`config.mk`:
```
export PLATFORM = sky130hd
export DESIGN_NAME = accum_table_read_ctrl_flat
export DESIGN_NICKNAME = d
export VERILOG_FILES = /design/src/rtl/accum_table_read_ctrl_if.sv /design/src/rtl/accum_table_read_ctrl.sv /design/src/flat_wrapper.sv
export SDC_FILE = /design/constraint.sdc
export NUM_CORES = 2
export LEC_CHECK = 0
export CORE_AREA = 2 2 410 412
export DETAILED_ROUTE_END_ITERATION = 8
export DIE_AREA = 0 0 412 414
export HOLD_SLACK_MARGIN = 0.08
export PLACE_DENSITY_LB_ADDON = 0.3
export SYNTH_ARGS = -nofsm -noshare
export SYNTH_HDL_FRONTEND = slang
export SYNTH_SLANG_ARGS = --single-unit
export TNS_END_PERCENT = 30
```
`constraint.sdc`:
```
create_clock -name clk -period 6.3 [get_ports clk]
set_clock_uncertainty 0.1 [all_clocks]
set_input_delay 0.63 -clock clk [delete_from_list [all_inputs] [get_ports clk]]
set_output_delay 0.63 -clock clk [all_outputs]
set_load 0.01 [all_outputs]
```
`src/rtl/accum_table_read_ctrl_if.sv`:
```
// Table-read and output-stream signals of the accumulator drain controller.
// The master side belongs to the controller, the slave side to the table and consumer.
interface accum_table_read_ctrl_if #(
  parameter int AW = 10,
  parameter int WW = 512,
  parameter int RW = 7,
  parameter int CW = 3
);
  logic          rd_en;
  logic [AW-1:0] rd_addr;
  logic [WW-1:0] rd_data;
  logic          out_valid;
  logic          out_ready;
  logic [WW-1:0] out_data;
  logic [RW-1:0] out_row;
  logic [CW-1:0] out_col_blk;
  logic          out_last;

  modport master (
    output rd_en, rd_addr, out_valid, out_data, out_row, out_col_blk, out_last,
    input  rd_data, out_ready
  );

  modport slave (
    input  rd_en, rd_addr, out_valid, out_data, out_row, out_col_blk, out_last,
    output rd_data, out_ready
  );
endinterface

```
`src/rtl/accum_table_read_ctrl.sv`:
```
// Drains the accumulator table row-major into a valid/ready stream, undoing the
// write-side row reversal; a 2-entry FIFO absorbs the 1-cycle table read latency.
module accum_table_read_ctrl #(
  parameter int MAX_OUT_ROWS = 128,
  parameter int MAX_OUT_COLS = 128,
  parameter int SYS_ARR_ROWS = 16,
  parameter int SYS_ARR_COLS = 16,
  parameter int DATA_W       = 32
) (
  input  logic                                          clk,
  input  logic                                          rst_n,
  input  logic                                          start,
  input  logic [$clog2(MAX_OUT_ROWS):0]                 cfg_rows,
  input  logic [$clog2(MAX_OUT_COLS/SYS_ARR_COLS):0]    cfg_col_blks,
  accum_table_read_ctrl_if.master                       bus,
  output logic                                          busy,
  output logic                                          done
);

  localparam int NCB            = MAX_OUT_COLS / SYS_ARR_COLS;
  localparam int NUM_ACCUM_ROWS = MAX_OUT_ROWS * NCB;
  localparam int AW             = $clog2(NUM_ACCUM_ROWS);
  localparam int RW             = $clog2(MAX_OUT_ROWS);
  localparam int CW             = (NCB > 1) ? $clog2(NCB) : 1;
  localparam int RCW            = $clog2(MAX_OUT_ROWS) + 1;
  localparam int CCW            = $clog2(NCB) + 1;
  localparam int WW             = SYS_ARR_COLS * DATA_W;

  typedef enum logic [1:0] {
    IDLE  = 2'd0,
    RUN   = 2'd1,
    DRAIN = 2'd2,
    DONE  = 2'd3
  } state_e;

  state_e          state_q, state_d;
  logic [RCW-1:0]  rows_q, rows_d;
  logic [CCW-1:0]  cols_q, cols_d;
  logic [RW-1:0]   row_q, row_d;
  logic [CW-1:0]   col_q, col_d;

  logic            infl_q, infl_d;
  logic [RW-1:0]   infl_row_q, infl_row_d;
  logic [CW-1:0]   infl_col_q, infl_col_d;
  logic            infl_last_q, infl_last_d;

  logic [1:0]      fifo_cnt_q, fifo_cnt_d;
  logic            wr_ptr_q, wr_ptr_d;
  logic            rd_ptr_q, rd_ptr_d;
  logic [WW-1:0]   fifo_data_q [2];
  logic [WW-1:0]   fifo_data_d [2];
  logic [RW-1:0]   fifo_row_q  [2];
  logic [RW-1:0]   fifo_row_d  [2];
  logic [CW-1:0]   fifo_col_q  [2];
  logic [CW-1:0]   fifo_col_d  [2];
  logic            fifo_last_q [2];
  logic            fifo_last_d [2];

  logic            pop_s;
  logic            rd_en_s;
  logic            last_col_s;
  logic            last_rd_s;
  logic [2:0]      occ_s;
  logic [31:0]     addr_s;

  // Read issue decision, last-read detection and reversed-row address.
  always_comb begin
    pop_s      = bus.out_valid & bus.out_ready;
    // Words held or in flight after this cycle's pop must leave room for one more.
    occ_s      = 3'(fifo_cnt_q) + 3'(infl_q) - 3'(pop_s);
    rd_en_s    = (state_q == RUN) && (occ_s < 3'd2);
    last_col_s = (CCW'(col_q) == (cols_q - CCW'(1'b1)));
    last_rd_s  = last_col_s && (RCW'(row_q) == (rows_q - RCW'(1'b1)));
    addr_s     = 32'(col_q) * 32'(MAX_OUT_ROWS)
               + (32'(row_q) / 32'(SYS_ARR_ROWS)) * 32'(SYS_ARR_ROWS)
               + (32'(SYS_ARR_ROWS) - 32'd1 - (32'(row_q) % 32'(SYS_ARR_ROWS)));
  end

  // Next-state logic, config latching and traversal counters.
  always_comb begin
    state_d = state_q;
    rows_d  = rows_q;
    cols_d  = cols_q;
    row_d   = row_q;
    col_d   = col_q;
    case (state_q)
      IDLE: begin
        if (start) begin
          if ((cfg_rows != '0) && (cfg_col_blks != '0)) begin
            state_d = RUN;
            rows_d  = cfg_rows;
            cols_d  = cfg_col_blks;
            row_d   = '0;
            col_d   = '0;
          end else begin
            state_d = DONE;
          end
        end else begin
          state_d = IDLE;
        end
      end
      RUN: begin
        if (rd_en_s) begin
          if (last_col_s) begin
            col_d = '0;
            row_d = row_q + RW'(1'b1);
          end else begin
            col_d = col_q + CW'(1'b1);
          end
          if (last_rd_s) begin
            state_d = DRAIN;
          end else begin
            state_d = RUN;
          end
        end else begin
          state_d = RUN;
        end
      end
      DRAIN: begin
        if ((fifo_cnt_q == 2'd0) && !infl_q) begin
          state_d = DONE;
        end else begin
          state_d = DRAIN;
        end
      end
      DONE: begin
        state_d = IDLE;
      end
      default: begin
        state_d = IDLE;
      end
    endcase
  end

  // In-flight read tag and the 2-entry output FIFO.
  always_comb begin
    infl_d      = rd_en_s;
    infl_row_d  = infl_row_q;
    infl_col_d  = infl_col_q;
    infl_last_d = infl_last_q;
    fifo_data_d = fifo_data_q;
    fifo_row_d  = fifo_row_q;
    fifo_col_d  = fifo_col_q;
    fifo_last_d = fifo_last_q;
    wr_ptr_d    = wr_ptr_q;
    rd_ptr_d    = rd_ptr_q;
    if (rd_en_s) begin
      infl_row_d  = row_q;
      infl_col_d  = col_q;
      infl_last_d = last_rd_s;
    end else begin
      infl_last_d = 1'b0;
    end
    if (infl_q) begin
      fifo_data_d[wr_ptr_q] = bus.rd_data;
      fifo_row_d[wr_ptr_q]  = infl_row_q;
      fifo_col_d[wr_ptr_q]  = infl_col_q;
      fifo_last_d[wr_ptr_q] = infl_last_q;
      wr_ptr_d              = ~wr_ptr_q;
    end else begin
      wr_ptr_d = wr_ptr_q;
    end
    if (pop_s) begin
      rd_ptr_d = ~rd_ptr_q;
    end else begin
      rd_ptr_d = rd_ptr_q;
    end
    fifo_cnt_d = fifo_cnt_q + 2'(infl_q) - 2'(pop_s);
  end

  // State, counters, in-flight tag and FIFO registers.
  always_ff @(posedge clk or negedge rst_n) begin
    if (!rst_n) begin
      state_q     <= IDLE;
      rows_q      <= '0;
      cols_q      <= '0;
      row_q       <= '0;
      col_q       <= '0;
      infl_q      <= 1'b0;
      infl_row_q  <= '0;
      infl_col_q  <= '0;
      infl_last_q <= 1'b0;
      fifo_cnt_q  <= 2'd0;
      wr_ptr_q    <= 1'b0;
      rd_ptr_q    <= 1'b0;
      for (int i = 0; i < 2; i++) begin
        fifo_data_q[i] <= '0;
        fifo_row_q[i]  <= '0;
        fifo_col_q[i]  <= '0;
        fifo_last_q[i] <= 1'b0;
      end
    end else begin
      state_q     <= state_d;
      rows_q      <= rows_d;
      cols_q      <= cols_d;
      row_q       <= row_d;
      col_q       <= col_d;
      infl_q      <= infl_d;
      infl_row_q  <= infl_row_d;
      infl_col_q  <= infl_col_d;
      infl_last_q <= infl_last_d;
      fifo_cnt_q  <= fifo_cnt_d;
      wr_ptr_q    <= wr_ptr_d;
      rd_ptr_q    <= rd_ptr_d;
      fifo_data_q <= fifo_data_d;
      fifo_row_q  <= fifo_row_d;
      fifo_col_q  <= fifo_col_d;
      fifo_last_q <= fifo_last_d;
    end
  end

  // Outputs decode straight from registers; the FIFO head is zeroed while empty.
  always_comb begin
    bus.rd_en   = rd_en_s;
    bus.rd_addr = rd_en_s ? AW'(addr_s) : '0;
    bus.out_valid = (fifo_cnt_q != 2'd0);
    if (fifo_cnt_q != 2'd0) begin
      bus.out_data    = fifo_data_q[rd_ptr_q];
      bus.out_row     = fifo_row_q[rd_ptr_q];
      bus.out_col_blk = fifo_col_q[rd_ptr_q];
      bus.out_last    = fifo_last_q[rd_ptr_q];
    end else begin
      bus.out_data    = '0;
      bus.out_row     = '0;
      bus.out_col_blk = '0;
      bus.out_last    = 1'b0;
    end
    busy = (state_q != IDLE);
    done = (state_q == DONE);
  end

endmodule

```
`src/flat_wrapper.sv`:
```
// flat-port wrapper written by rule: the top's interface ports become plain ports
module accum_table_read_ctrl_flat 
#(
  parameter int MAX_OUT_ROWS = 128,
  parameter int MAX_OUT_COLS = 128,
  parameter int SYS_ARR_ROWS = 16,
  parameter int SYS_ARR_COLS = 16,
  parameter int DATA_W       = 32
)
  (clk, rst_n, start, cfg_rows, cfg_col_blks, busy, done, bus_rd_en, bus_rd_addr, bus_out_valid, bus_out_data, bus_out_row, bus_out_col_blk, bus_out_last, bus_rd_data, bus_out_ready);
  accum_table_read_ctrl_if #(.AW((10)), .WW(((16) * DATA_W)), .RW((7)), .CW((3))) bus_i ();
  input  logic clk;
  input  logic rst_n;
  input  logic start;
  input  logic [$clog2(MAX_OUT_ROWS):0] cfg_rows;
  input  logic [$clog2(MAX_OUT_COLS/SYS_ARR_COLS):0] cfg_col_blks;
  output logic busy;
  output logic done;
  output wire logic [$bits(bus_i.rd_en)-1:0] bus_rd_en;
  output wire logic [$bits(bus_i.rd_addr)-1:0] bus_rd_addr;
  output wire logic [$bits(bus_i.out_valid)-1:0] bus_out_valid;
  output wire logic [$bits(bus_i.out_data)-1:0] bus_out_data;
  output wire logic [$bits(bus_i.out_row)-1:0] bus_out_row;
  output wire logic [$bits(bus_i.out_col_blk)-1:0] bus_out_col_blk;
  output wire logic [$bits(bus_i.out_last)-1:0] bus_out_last;
  input wire logic [$bits(bus_i.rd_data)-1:0] bus_rd_data;
  input wire logic [$bits(bus_i.out_ready)-1:0] bus_out_ready;
  assign bus_rd_en = bus_i.rd_en;
  assign bus_rd_addr = bus_i.rd_addr;
  assign bus_out_valid = bus_i.out_valid;
  assign bus_out_data = bus_i.out_data;
  assign bus_out_row = bus_i.out_row;
  assign bus_out_col_blk = bus_i.out_col_blk;
  assign bus_out_last = bus_i.out_last;
  assign bus_i.rd_data = bus_rd_data;
  assign bus_i.out_ready = bus_out_ready;
  accum_table_read_ctrl #(.MAX_OUT_ROWS(MAX_OUT_ROWS), .MAX_OUT_COLS(MAX_OUT_COLS), .SYS_ARR_ROWS(SYS_ARR_ROWS), .SYS_ARR_COLS(SYS_ARR_COLS), .DATA_W(DATA_W)) u_core (.clk(clk), .rst_n(rst_n), .start(start), .cfg_rows(cfg_rows), .cfg_col_blks(cfg_col_blks), .bus(bus_i), .busy(busy), .done(done));
endmodule
```
# After elaboration in Yosys (flattened, before gate mapping)
# Index checks and enable logic that the tools add are counted.
# totals
regBits	1086
latch_bits	0
ram_bits	0
rom_bits	0
input_bits	528
memories	0
# op_classes
add_sub_neg	11
multipliers	0
n_div	0
order_cmp	4
n_eq_ne	9
n_shift	0
n_mux	46
bitwise	5
n_reduce_logical	16
# op_table
cell	count
$mux 512	5
$bwmux 1024	1
$demux 512 s1	1
$mux 7	9
$mux 3	9
$bwmux 14	1
$pmux 7 s2	1
$add 10x10->10	1
$add 10x7->10	1
$mux 10	1
$eq 7x8->1	1
$mux 2	4
$pmux 2 s4	1
$reduce_bool 8->1	1
$sub 8x1->8 const B	1
$add 7x1->7 const B	1
$demux 7 s1	1
$mux 1	7
$bwmux 6	1
$ne 2x1->1 const B	3
$pmux 3 s2	1
$reduce_bool 2->1	3
$logic_and 1x1->1	5
$reduce_and 5->1	1
25 further kinds	30

# Logic depth before layout (Yosys ltp)
# depth
depth_word	7
ltp_mapped	15

# Worst setup path before layout
# Ideal clock, no wire load.
# synth_timing
path_kind	reg-to-output
from	reg u_core.fifo_cnt_q[1]
to	out bus_rd_addr[4]
t_arrival_ns	2.726
required_ns	5.570
slack_ns	2.844
stages_incl_launch_ff	14
path_cell_list	dfrtp_1 nor2_1 inv_1 and2_1 ha_1 inv_1 ha_1 inv_1 fa_1 xnor2_1 nand3_4 clkinv_4 clkbuf_1 and2_1
# synth_between
elab_chain_len	6
# synth_lines
item	line_no	rtl
start, declared	accum_table_read_ctrl.sv:47	logic [1:0] fifo_cnt_q, fifo_cnt_d;
start signal, assigned	accum_table_read_ctrl.sv:202	fifo_cnt_q <= fifo_cnt_d;
$reduce_bool 2->1	accum_table_read_ctrl.sv:216	bus.out_valid = (fifo_cnt_q != 2'd0);
named net bus_out_valid	flat_wrapper.sv:21	output wire logic [$bits(bus_i.out_valid)-1:0] bus_out_valid;
$and 1x1->1	accum_table_read_ctrl.sv:68	pop_s = bus.out_valid & bus.out_ready;
named net u_core.pop_s	accum_table_read_ctrl.sv:59	logic pop_s;
$sub 3x1->3	accum_table_read_ctrl.sv:70	occ_s = 3'(fifo_cnt_q) + 3'(infl_q) - 3'(pop_s);
$lt 3x2->1	accum_table_read_ctrl.sv:71	rd_en_s = (state_q == RUN) && (occ_s < 3'd2);
$logic_and 1x1->1	accum_table_read_ctrl.sv:71	
named net bus_rd_en	flat_wrapper.sv:19	output wire logic [$bits(bus_i.rd_en)-1:0] bus_rd_en;
$mux 10	accum_table_read_ctrl.sv:215	bus.rd_addr = rd_en_s ? AW'(addr_s) : '0;
end, declared	flat_wrapper.sv:20	output wire logic [$bits(bus_i.rd_addr)-1:0] bus_rd_addr;
# The timed path passes the listed nets, and every way through them passes these cells.

# Worst setup path after layout
# layout_timing
from	reg u_core.fifo_cnt_q[1]
to	out bus_rd_addr[9]
# layout_between
elab_chain_len	6
# layout_lines
item	line_no
$reduce_bool 2->1	accum_table_read_ctrl.sv:216
$and 1x1->1	accum_table_read_ctrl.sv:68
named net u_core.pop_s	accum_table_read_ctrl.sv:59
$sub 3x1->3	accum_table_read_ctrl.sv:70
$lt 3x2->1	accum_table_read_ctrl.sv:71
$logic_and 1x1->1	accum_table_read_ctrl.sv:71
$mux 10	accum_table_read_ctrl.sv:215
# The timed path passes the listed nets, and every way through them passes these cells.

==> metrics.md <==
| Metric | Value |
|---|---|
| Clock period minus final worst setup slack | `4.659 ns` |
| Number of standard-cell rows in the floorplan | `150` |
| Number of clock sinks | `1086` |
| Worst path required time | `5.57 ns` |
| Capture instance of the worst register-to-register path | `u_core.row_q[4]` |
| TritonCTS clock tree | `done` |
| Length in cells of the worst reg-to-reg path | `14` |
| Buffering stage count on the worst path with inverters included | `5` |
| Worst-path cell chain | `nor2_4 -> inv_1 -> and2_1 -> ha_1 -> inv_1 -> ha_1 -> inv_1 -> fa_1 -> xnor2_1 -> nand3_4 -> clkinv_4 -> and2_1 -> clkdlybuf4s50_1` |
| Yosys warning total | `0` |
| Initial detailed-routing violation count | `1621` |
| Post-synth ARST share | `1.000` |
| Post-DP HPWL | `110.7 mm` |
| Die Outline Area | `170600 um^2` |
| Fraction of layout cells with a size suffix above 1 | `0.2822` |
| Count of pins over their slew limit | `0` |
| Final Hold Fails | `0` |
| DR DRC count | `0` |
| Initial antenna violation count | `81` |
| Cell internal pwr | `25.76 mW` |
| Count of boundary I/O pins | `1065` |
| # nets final | `5129` |
| Switching component of the power | `14.11 mW` |
| Clock Path Buffers | `3` |
| Clock Latency Late Sink | `0.73 ns` |
| Non-filler instance count after layout | `6915` |
| Chip Width | `412 um` |
| Switching share of power | `0.3539` |
| Origin of the critical flop-to-flop path | `u_core.fifo_cnt_q[1]` |
| Worst endpoint data arrival time | `3.93 ns` |
| Aggregate global routing overflow | `0` |
| Root Buffer Master | `clkbuf_16` |
| Power density normalized to cell area | `604.9 nW/um^2` |
| Setup slack, reg-to-reg | `2.76 ns` |
| Area of the core | `166300 um^2` |
| Flip-flop cell with the highest count after synthesis | `dfrtp_1` |
| Average cell area after synthesis | `13.51 um^2` |
| Routed wire per std cell | `22.59 um` |
| Classification of the worst-slack hold path | `flip-flop to flip-flop` |
| Maximum Capacitance Violations | `0` |
| Vias in the first global route | `33730` |
| Cell type with the highest aggregate area in the netlist | `dfrtp_1` |
| Sum of negative setup slack | `0 ns` |
| Leakage power | `28.46 nW` |
| Crit Path Class | `flip-flop to primary output` |
| Wire length of the first global-routing pass | `229.2 mm` |
| Maximum level of the CTS H-tree | `4` |
| Sequential power share | `0.306` |
| Clock input transition at the sequential cells of the worst setup and hold paths | `0.05 ns` |
| Top Family by Delay on Critical Path | `buffers and inverters` |
| Netlist Area Pre-Place | `48420 um^2` |
| 1st-pass router iterations | `5` |
| Status | `complete, no violations` |
| Vias per cell | `4.691` |
| Top post-synthesis cells by area | `dfrtp_1 56%, mux2_2 25%, mux2i_1 11%, nor2_1 4.1%, buf_2 1.6%` |
| Residual antenna-violating net count after detailed routing | `0` |
| Portion of synthesized cell area occupied by the leading cell type | `0.5613` |
| Critical path capture point type | `primary output` |
| Max Clk Rate | `214.6 MHz` |
| Power, Total | `39.87 mW` |
| Layout area overhead | `36.13%` |
| WL final | `156.2 mm` |
| Clock group share of total power | `0.195` |
| Worst stage delay on the critical path | `0.54 ns` |
| Share of total power in combinational logic | `0.499` |
| Yosys cell types | `50` |
| Transition time of the tightest slew-check pin | `1.341 ns` |
| Hold-critical path depth | `2` |
| Total of buffers placed on input and output ports | `1064` |
| Number of instances in the synthesized netlist | `3583` |
| Number of synthesized flops with an enable pin | `0` |
| Final setup fails | `0` |
| CP max stage cell | `clkdlybuf4s50_1` |
| Initial Utilization | `0.2912` |
| Maximum VDD drop | `0.0003553 V` |
| Final estimated routing congestion in global placement | `0.7963` |
| Worst Hold Path EP | `u_core.infl_row_q[3]` |
| Post-Syn Nets | `4118` |
| Die Y-Extent | `414 um` |
| Final worst path period share | `0.7396` |
| Most common cell on crit path | `inv_1` |
| Depth of the critical timing path with buffers and inverters included | `13` |
| Via count | `32440` |
| Post-layout utilization of the core | `0.3964` |
| Total instance count after detailed placement | `6664` |
| Total GRT Usage | `0.1788` |
| Startpoint types | `flip-flop` |
| Yosys reg bits | `1086` |
| Worst hold path startpoint | `u_core.infl_row_q[3]` |
| Number of setup buffers added after CTS | `0` |
| Num CTS Buffers | `131` |
| Unrepaired setup endpoints after global routing | `false` |
| CP Max Fanout | `15` |
| Sequential cell area fraction in the yosys report | `0.5613` |
| Relative slew slack | `0.1062` |
| Smallest hold slack | `0.3968 ns` |
| Largest net degree at the start of global routing | `200` |
[worst max-delay path by stage]
stage,start,end,slack [ns]
2_1_floorplan,u_core.fifo_cnt_q[1],bus_rd_addr[4],2.84
3_3_place_gp,bus_out_ready,bus_rd_addr[5],1.95
6_report,u_core.fifo_cnt_q[1],bus_rd_addr[9],1.64
4_1_cts,u_core.fifo_cnt_q[1],bus_rd_addr[4],1.49
5_1_grt,u_core.fifo_cnt_q[1],bus_rd_addr[9],1.35
3_5_place_dp,bus_out_ready,bus_rd_addr[5],1.97
[cell type report]
type,count,area (um^2)
multi-input combinational,2247,20120
fill,15890,100400
clock inverter,41,580.6
clock buffer,196,3896
sequential,1086,27180
antenna,13,32.53
tap,2204,2758
timing repair buffer,1116,11300
inverter,12,50.05
[stage by stage]
step / setup slack, ns / instance area (um^2)
6_report: 1.641 / 65910
5_1_grt: 1.349 / 65900
4_1_cts: 1.492 / 65880
3_5_place_dp: 1.968 / 61390
3_3_place_gp: 1.947 / 61390
2_1_floorplan: 2.844 / 48420
[worst min-delay path: stages, from the launching register on]
cell     delay (ns)
dfrtp_1        0.36
nand2_1        0.06
nand2_1        0.06
[power by group through the flow]
stage | Sequential [mW] | Combinational [mW] | Clock [mW]
2_1_floorplan | 11.8 | 11.0 | 0
3_3_place_gp | 12.1 | 19.9 | 0
3_5_place_dp | 12.3 | 20.1 | 0
4_1_cts | 12.2 | 20.2 | 8.04
5_1_grt | 12.6 | 21.2 | 8.35
6_report | 12.2 | 19.9 | 7.78
[cells in the final DEF, fill, tap and decap left out, types with 4 or more instances in the layout]
cell type	count
diode_2	13
xor2_1	7
inv_1	11
buf_12	20
ha_1	6
a21o_1	8
clkbuf_16	134
nor4_1	5
o21ai_0	5
a21boi_1	4
and2_1	10
or4_1	4
clkbuf_1	31
clkbuf_8	31
clkdlybuf4s50_1	1063
clkinv_2	19
buf_4	31
nor2_1	533
nand2_1	21
bufinv_16	8
mux2_2	1058
dfrtp_1	1085
xnor2_1	9
nand2b_1	5
mux2i_1	524
clkinv_8	5
o31ai_1	5
[per-layer routing]
| layer | part of all wire | wire length, um | vias to the layer above | GRT usage |
|---|---|---|---|---|
| li1 | - | - | 14570 | - |
| met1 | 0.43 | 67060 | 16600 | 0.2280 |
| met2 | 0.48 | 74840 | 943 | 0.2960 |
| met3 | 0.068 | 10670 | 294 | 0.05178 |
| met4 | 0.022 | 3444 | 32 | 0.04479 |
| met5 | 0.0014 | 217 | - | 0 |
[kinds of logic after synthesis]
family,synth area share
AND/OR/NAND/NOR,0.05011
buffers and inverters,0.02367
multiplexers,0.3544
AO/OA/AOI/OAI,0.005711
XOR/XNOR,0.002894
flip-flops,0.5613
adder cells (fa/ha/maj),0.001964
[flip-flops by register name, summed over array words and instances, names as in the netlist]
name / cells
u_core.wr_ptr_q: 1
u_core.fifo_cnt_q: 2
u_core.row_q: 7
u_core.col_q: 3
u_core.infl_last_q: 1
u_core.infl_col_q: 3
u_core.infl_row_q: 7
u_core.state_q: 2
u_core.fifo_row_q: 14
u_core.rows_q: 8
u_core.fifo_col_q: 6
u_core.infl_q: 1
u_core.fifo_data_q: 1024
u_core.rd_ptr_q: 1
u_core.fifo_last_q: 2
u_core.cols_q: 4
[cells in the mapped netlist (2+ instances only)]
master and instances:
and3_1 2, ha_1 6, o21ai_0 5, a21oi_1 3, buf_1 5, mux2_2 1058, inv_1 11, clkbuf_1 73
nand2_1 22, nand4_1 2, nand2b_1 5, mux2i_1 524, a21boi_1 4, or4_1 4, a31oi_1 3, a21o_1 8
o2bb2ai_1 2, nor2_1 534, nor4_1 5, buf_2 159, o22ai_1 2, nor3_1 3, nor2b_1 2, xor2_1 7
xnor2_1 9, and2_1 10, nand3_1 3, dfrtp_1 1086, o31ai_1 5
[repair_timing]
item,4_1_cts,5_1_grt
endpoints found under the hold margin,89,0
gates resized for setup,0,0
hold buffers,1,0
(Power assumes the default switching activity.)
